==> config.mk <==
export PLATFORM = sky130hd
export DESIGN_NAME = sub_4_serial
export DESIGN_NICKNAME = d
export VERILOG_FILES = /design/src/rtl/sub_4_serial.sv
export SDC_FILE = /design/constraint.sdc
export NUM_CORES = 1
export LEC_CHECK = 0
export ABC_AREA = 1
export BUFFER_PORTS_ARGS = -buffer_cell sky130_fd_sc_hd__buf_2
export CELL_PAD_IN_SITES_DETAIL_PLACEMENT = 2
export CELL_PAD_IN_SITES_GLOBAL_PLACEMENT = 2
export CORE_AREA = 2 2 62 64
export CTS_BUF_LIST = sky130_fd_sc_hd__clkbuf_4 sky130_fd_sc_hd__clkbuf_8
export DETAILED_ROUTE_END_ITERATION = 7
export DIE_AREA = 0 0 64 66
export PLACE_DENSITY_LB_ADDON = 0.1
export SETUP_SLACK_MARGIN = 0.2
export SKIP_LAST_GASP = 1
export SLEW_MARGIN = 10
export SYNTH_ARGS = -nofsm -noshare
export SYNTH_HDL_FRONTEND = slang
export SYNTH_SLANG_ARGS = --single-unit
==> constraint.sdc <==
create_clock -name clk_i -period 2.05 [get_ports clk_i]
set_clock_uncertainty 0.05 [all_clocks]
set_input_delay 0.3075 -clock clk_i [delete_from_list [all_inputs] [get_ports clk_i]]
set_output_delay 0.3075 -clock clk_i [all_outputs]
set_load 0.03 [all_outputs]
==> src/rtl/sub_4_serial.sv <==
// rtl/sub_4_serial.sv - bit-serial WIDTH-bit subtractor (d = x - y - b_in) with start/done handshake
// Optional macro SUB_4_SAT_EN: clamp d_o to 0 when the final borrow is set.
module sub_4_serial #(
    parameter int WIDTH = 4
) (
    input  logic             clk_i,
    input  logic             rst_ni,
    input  logic             start_i,
    input  logic [WIDTH-1:0] x_i,
    input  logic [WIDTH-1:0] y_i,
    input  logic             b_i,
    output logic             busy_o,
    output logic             done_o,
    output logic [WIDTH-1:0] d_o,
    output logic             b_o,
    output logic             v_o
);

    localparam int CW = (WIDTH > 2) ? $clog2(WIDTH) : 1;
    localparam logic [CW-1:0] LAST = CW'(WIDTH - 1);

    typedef enum logic [1:0] {
        S_IDLE  = 2'd0,
        S_SHIFT = 2'd1,
        S_DONE  = 2'd2
    } state_e;

    state_e           state_q, state_d;
    logic [WIDTH-1:0] x_q, x_d;
    logic [WIDTH-1:0] y_q, y_d;
    logic [WIDTH-1:0] r_q, r_d;
    logic [CW-1:0]    cnt_q, cnt_d;
    logic             brw_q, brw_d;
    logic             busy_q, busy_d;
    logic             done_q, done_d;
    logic [WIDTH-1:0] d_q, d_d;
    logic             b_q, b_d;
    logic             v_q, v_d;

    logic             diff;
    logic             brw_nxt;
    logic [WIDTH-1:0] result;

    // Single full-subtractor cell operating on the LSBs of the operand shifters.
    always_comb begin
        diff    = x_q[0] ^ y_q[0] ^ brw_q;
        brw_nxt = (~x_q[0] & y_q[0]) | (~(x_q[0] ^ y_q[0]) & brw_q);
        result  = {diff, r_q[WIDTH-1:1]};
    end

    always_comb begin
        state_d = state_q;
        x_d     = x_q;
        y_d     = y_q;
        r_d     = r_q;
        cnt_d   = cnt_q;
        brw_d   = brw_q;
        d_d     = d_q;
        b_d     = b_q;
        v_d     = v_q;
        case (state_q)
            S_IDLE, S_DONE: begin
                if (start_i) begin
                    x_d     = x_i;
                    y_d     = y_i;
                    brw_d   = b_i;
                    r_d     = '0;
                    cnt_d   = '0;
                    state_d = S_SHIFT;
                end else begin
                    state_d = S_IDLE;
                end
            end
            S_SHIFT: begin
                x_d   = x_q >> 1;
                y_d   = y_q >> 1;
                brw_d = brw_nxt;
                r_d   = result;
                cnt_d = cnt_q + 1'b1;
                if (cnt_q == LAST) begin
                    state_d = S_DONE;
`ifdef SUB_4_SAT_EN
                    d_d = brw_nxt ? '0 : result;
`else
                    d_d = result;
`endif
                    b_d = brw_nxt;
                    // x_q[0]/y_q[0] hold the operand MSBs on this final edge.
                    v_d = (x_q[0] ^ y_q[0]) & (x_q[0] ^ diff);
                end
            end
            default: state_d = S_IDLE;
        endcase
        busy_d = (state_d == S_SHIFT);
        done_d = (state_d == S_DONE);
    end

    always_ff @(posedge clk_i or negedge rst_ni) begin
        if (!rst_ni) begin
            state_q <= S_IDLE;
            x_q     <= '0;
            y_q     <= '0;
            r_q     <= '0;
            cnt_q   <= '0;
            brw_q   <= 1'b0;
            busy_q  <= 1'b0;
            done_q  <= 1'b0;
            d_q     <= '0;
            b_q     <= 1'b0;
            v_q     <= 1'b0;
        end else begin
            state_q <= state_d;
            x_q     <= x_d;
            y_q     <= y_d;
            r_q     <= r_d;
            cnt_q   <= cnt_d;
            brw_q   <= brw_d;
            busy_q  <= busy_d;
            done_q  <= done_d;
            d_q     <= d_d;
            b_q     <= b_d;
            v_q     <= v_d;
        end
    end

    assign busy_o = busy_q;
    assign done_o = done_q;
    assign d_o    = d_q;
    assign b_o    = b_q;
    assign v_o    = v_q;

endmodule

==> run summary, run 1 <==
Critical-path top delay cell - dfrtp_1
Cells on worst reg2reg path - 5
Warnings from Yosys - 0
Synthesized area - 0.00122 mm2
FF-to-FF setup slack - 0.52 ns
CTS Sinks - 24
WP buf/inv - 1
DP HPWL - 1.87 mm
R2r startpoint - state_q[0]
Vias in the first global route - 927
Commonest non-fill, non-tap cell in the layout - nand2_1
I/O pin cnt - 20
TritonCTS clock tree - built
Final wirelength - 2.49 mm
Most frequent cells in the layout - 27 x nand2_1, 24 x dfrtp_1, 19 x buf_2, 15 x inv_1, 7 x nand3_1
Seq cells post-synth - 24
CP max stage delay - 0.63 ns
Syn_nets - 136
Final hold vios - 0
Number of antenna diodes - 0
Outcome - finished, final reports clean
GP Congestion - 0.684
DRT antenna net count - 0
Clock transition at the registers of the reported paths - 0.14 ns
Starting density of the core - 34.3%
Pre-Repair DR Iteration Count - 4
Worst Setup SP - state_q[0]
Final WS setup - 0.523 ns
Synth top area share - 49.3%
Post-Syn Area per Cell - 10.1 um2
Chip Width - 64 um
TritonCTS Buffers - 3
Rel. slew slack - 63.5%
Post-cts resize count - 0
Worst VDD drop - 0.564 mV
CP Capture Type - flip-flop
1st-iter DRT viols - 34
Max H-tree Level - 1
Critical Path RT - 2.22 ns
Clock Path Buffers - 2
DIE HEIGHT - 66 um
Sequential share of the synthesized area - 49.3%
Antenna violations before repair - 0
Setup TNS - 0 ns
Setup violations, final - 0
MaxCap Viol Count - 0
Cells after Synth - 121
Clock latency on the worst-skew pair - 0.32 ns
Crit-path cells - nand2_4, nand2_4, inv_2, nand2_1, nand2_1
Top post-synthesis cells by area - dfrtp_1 49%, nand2_1 8.3%, nand3_2 4.9%
Cell variety after synth - 20
Total GRT Usage - 13.6%
Row count - 22
Residual DRC - 0
Share of cells above drive strength 1 - 36.2%
Final Critical Period - 1.53 ns
Final core occ - 38.9%
RSZ-0062 raised after global routing - no
Core area - 0.00355 mm2
P_leak - 0.714 nW
CP top delay family - flip-flops
Root buffer cell - clkbuf_4
First-pass GRT wire length - 4.43 mm
DR WL/cell - 13.2 um
Hold Path Class - input pin to flip-flop
Worst slew pin tran - 0.548 ns
P per Cell Area - 1750 mW/mm2
Drt via density - 4.54
Port Buffers - 19
Critical Path Sink - x_q[0]
Post-synth top area cell - dfrtp_1
Final net count - 157
Worst r2r dst - x_q[0]
CP startpoint kind - flip-flop
Pin count of the biggest net entering global routing - 25
Worst Path Arrival - 1.70 ns
Layout area overhead - 13.5%
Max FO, Critical Path - 15
Die ar. - 0.00422 mm2
Max-slew violations - 0
GRT Residual Overflow - 0
F_max - 655 MHz
CP Class - flip-flop to flip-flop
Levels on crit path - 5
Final Cycle Share - 74.5%
Place WS - 0.519 ns
Via count - 858
==> per-layer routing <==
metal  track usage (%)  share of wire (%)
met1              17.7                 47
met2              22.7                 48
met3              2.21                3.0
met4              4.89                1.3
met5                 0                  0
==> registers in the layout (all words and copies together) (netlist names) <==
signal and cells:
brw_q 1, x_q 4, state_q 2, cnt_q 2, d_o 4, v_o 1
y_q 4, b_o 1, busy_o 1, done_o 1, r_q 3
==> where the power goes <==
part           switching, W  total, W  internal [W]
clock              0.000149  0.000347      0.000198
sequential         0.000166  0.000858      0.000692
combinational      0.000790   0.00122      0.000427
==> worst reg2reg max path, stage by stage, from the launching register on <==
cell     delay [ns]
dfrtp_1        0.63
nand2_4        0.22
nand2_4        0.26
inv_2          0.13
nand2_1        0.09
nand2_1        0.06
==> cells by family (layout without fill, tap and decap cells) <==
logic type	after synthesis	in the layout	share of synthesized area, %
and+or+nand+nor	59	59	26.9
AOI/OAI and AO/OA	13	13	9.66
buffers and inverters	22	42	10.4
adders and majority gates	3	3	3.70
DFF	24	24	49.3
==> through the flow <==
| step | area (um2) | std cells | power, W | hold slack [ns] |
|---|---|---|---|---|
| finish | 1380 | 189 | 0.00242 | 0.192 |
| global route | 1380 | 189 | 0.00267 | 0.183 |
| CTS | 1380 | 189 | 0.00247 | 0.188 |
| detailed placement | 1320 | 184 | 0.00212 | 0.280 |
| global placement | 1320 | 184 | 0.00208 | 0.282 |
| floorplan | 1220 | 121 | 0.00192 | -0.0381 |
==> worst min-delay path by stage <==
stage,start,to,slack [ns],cells past startpoint
floorplan,rst_ni,b_o,-0.04,0
global placement,rst_ni,d_o[2],0.28,1
detailed placement,rst_ni,d_o[1],0.28,1
CTS,x_i[3],x_q[3],0.19,3
global route,x_i[3],x_q[3],0.18,3
finish,x_i[3],x_q[3],0.19,3
==> cell usage after synthesis (all sizes together) <==
| cell type | number |
|---|---|
| nand3 | 13 |
| nand3b | 4 |
| buf | 4 |
| nand2 | 36 |
| o22ai | 3 |
| a21oi | 1 |
| dfrtp | 24 |
| fa | 1 |
| ha | 2 |
| inv | 18 |
| nor2 | 6 |
| o21ai | 9 |
==> timing repair <==
item / in CTS / in global routing
hold buffers: 1 / 0
setup buffers: 0 / 0
hold endpoints to repair: 24 / 0
==> cell type report <==
cell class,count,area [um2]
inverters,18,72.6
repair buffers,20,105
well taps,48,60.1
multi-input cells,75,490
flip-flops and latches,24,601
clock inverters,1,30.0
fillers,401,2170
clock buffers,3,22.5
Note: power is estimated with default switching activity, not from simulation.
==> inputs of run 2 (changes only) <==
==> constraint.sdc (replaced) <==
create_clock -name clk_i -period 1.55 [get_ports clk_i]
set_clock_uncertainty 0.05 [all_clocks]
set_input_delay 0.2325 -clock clk_i [delete_from_list [all_inputs] [get_ports clk_i]]
set_output_delay 0.2325 -clock clk_i [all_outputs]
set_load 0.03 [all_outputs]
==> run 2 against run 1 <==
Register-to-register slack got worse by 0.28 ns. Critical path depth rose by 1. Clock power rose by 2%. Largest power group unchanged. Wire length rose by 14%.
==> run summary, run 2 (synthesized netlist as in run 1, its figures left out) <==
Vias in the first global route - 977 (+5.4%)
Setup TNS - 0 ns (unchanged)
RSZ-0062 raised after global routing - yes
F_max - 763 MHz (+17%)
Drt via density - 4.73 (+4.3%)
CP Capture Type - flip-flop
DIE HEIGHT - 66 um (unchanged)
TritonCTS Buffers - 3 (unchanged)
Outcome - finished, final reports clean
Total GRT Usage - 15.1% (+1.5 points)
CP startpoint kind - flip-flop
Clock Path Buffers - 2 (unchanged)
Post-Place Cells - 188 (+2.2%)
Max H-tree Level - 1 (unchanged)
P_leak - 0.738 nW (+3.4%)
GP Congestion - 0.697 (+1.8%)
TritonCTS clock tree - built
Critical Path RT - 1.74 ns (-0.48 ns)
Rel. slew slack - 62.4% (-1.0 points)
Max FO, Critical Path - 2 (-13)
Max-slew violations - 0 (unchanged)
Antenna violations before repair - 0 (unchanged)
Core area - 0.00355 mm2 (unchanged)
P per Cell Area - 2330 mW/mm2 (+33%)
1st-iter DRT viols - 20 (-41%)
Multi-input logic area - 499 um2 (+1.8%)
Place WS - 0.180 ns (-0.339 ns)
Register area - 602 um2 (+0.21%)
Worst Setup SP - x_q[0]
CTS Sinks - 24 (unchanged)
Share of cells above drive strength 1 - 41.2% (+5.0 points)
Layout area overhead - 17.5%
Total Power - 0.00334 W (+38%)
Final Critical Period - 1.31 ns (-0.217 ns)
Fillcell total - 407 (+1.5%)
Final WS setup - 0.240 ns (-0.283 ns)
Starting density of the core - 34.3% (unchanged)
Most frequent cells in the layout - 27 x nand2_1, 23 x dfrtp_1, 19 x buf_2, 13 x inv_1
DR WL/cell - 14.4 um (+9.6%)
Commonest non-fill, non-tap cell in the layout - nand2_1
Hold Path Class - input pin to flip-flop
Pre-Repair DR Iteration Count - 3 (-1)
DP HPWL - 2.10 mm (+12%)
Clock transition at the registers of the reported paths - 0.14 ns (about the same)
Root buffer cell - clkbuf_4
CP Class - flip-flop to flip-flop
Worst VDD drop - 0.835 mV (+48%)
Non-Filler Instances - 196 (+3.7%)
Residual DRC - 0 (unchanged)
First-pass GRT wire length - 4.72 mm (+6.5%)
I/O pin cnt - 20 (unchanged)
Chip Width - 64 um (unchanged)
Final Cycle Share - 84.5% (+10 points)
Port Buffers - 19 (unchanged)
Final net count - 164 (+4.5%)
Worst Path Arrival - 1.50 ns (-0.20 ns)
Clock latency on the worst-skew pair - 0.33 ns (about the same)
Row count - 22 (unchanged)
Die ar. - 0.00422 mm2 (unchanged)
Worst slew pin tran - 0.564 ns (+0.0156 ns)
Beginning of the worst hold path - x_i[3]
Final hold vios - 0 (unchanged)
Via count - 928 (+8.2%)
Number of antenna diodes - 0 (unchanged)
Final wirelength - 2.83 mm (+14%)
R2r startpoint - x_q[0]
Pin count of the biggest net entering global routing - 25 (unchanged)
Setup violations, final - 0 (unchanged)
DRT antenna net count - 0 (unchanged)
GRT Residual Overflow - 0 (unchanged)
Hold_ws - 0.0847 ns (-0.107 ns)
MaxCap Viol Count - 0 (unchanged)
-- run 2: routing by layer --
layer	vias up	global-route usage [%]	part of all wire (%)
met5	-	0	0
met4	0	6.52	1.9
met3	5	2.73	3.3
met2	16	26.7	52
met1	474	17.8	43
li1	433	-	-
-- run 2: timing repair --
action	4_1_cts	5_1_grt
buffers inserted	0	3
hold endpoints to repair	24	0
gates resized for setup	3	2
cloned	0	0
hold buffers	1	0
setup endpoints to repair	8	11
-- run 2: path summary, 6_finish.rpt --
kind / cells past startpoint / end / slack, ns
worst max-delay path: 6 / brw_q / 0.24
worst min-delay path: 3 / x_q[3] / 0.08
worst max register to register: 6 / brw_q / 0.24
worst min register to register: 2 / y_q[2] / 0.44
max in group asynchronous: 2 / state_q[1] / 0.69
min in group asynchronous: 2 / d_o[1] / 0.36
-- run 2: worst max-delay path: stages, from the launching register on --
cell and delay, ns:
dfrtp_1 0.40, inv_2 0.06, fa_1 0.43, inv_2 0.07, nand3_1 0.07, nand3_1 0.08
nand2_1 0.05
-- run 2: final cells by class --
class,instances,area share (%)
Sequential cell,24,42.1
Tap cell,48,4.20
Inverter,18,5.25
Multi-Input combinational cell,75,34.9
Timing Repair Buffer,27,11.0
Clock buffer,4,2.54
-- run 2: report_power, final --
group / leakage [nW] / internal [W] / switching [W]
logic: 0.418 / 0.000714 / 0.00117
clock network: 0.0210 / 0.000144 / 0.000209
registers: 0.299 / 0.000917 / 0.000185
-- run 2: per-stage QoR --
stage	instance area, um2	util [%]
after CTS	1400	39.5
after floorplan	1220	-
after global placement	1350	38.0
after detailed placement	1350	38.0
after global routing	1430	40.3
final	1430	40.3
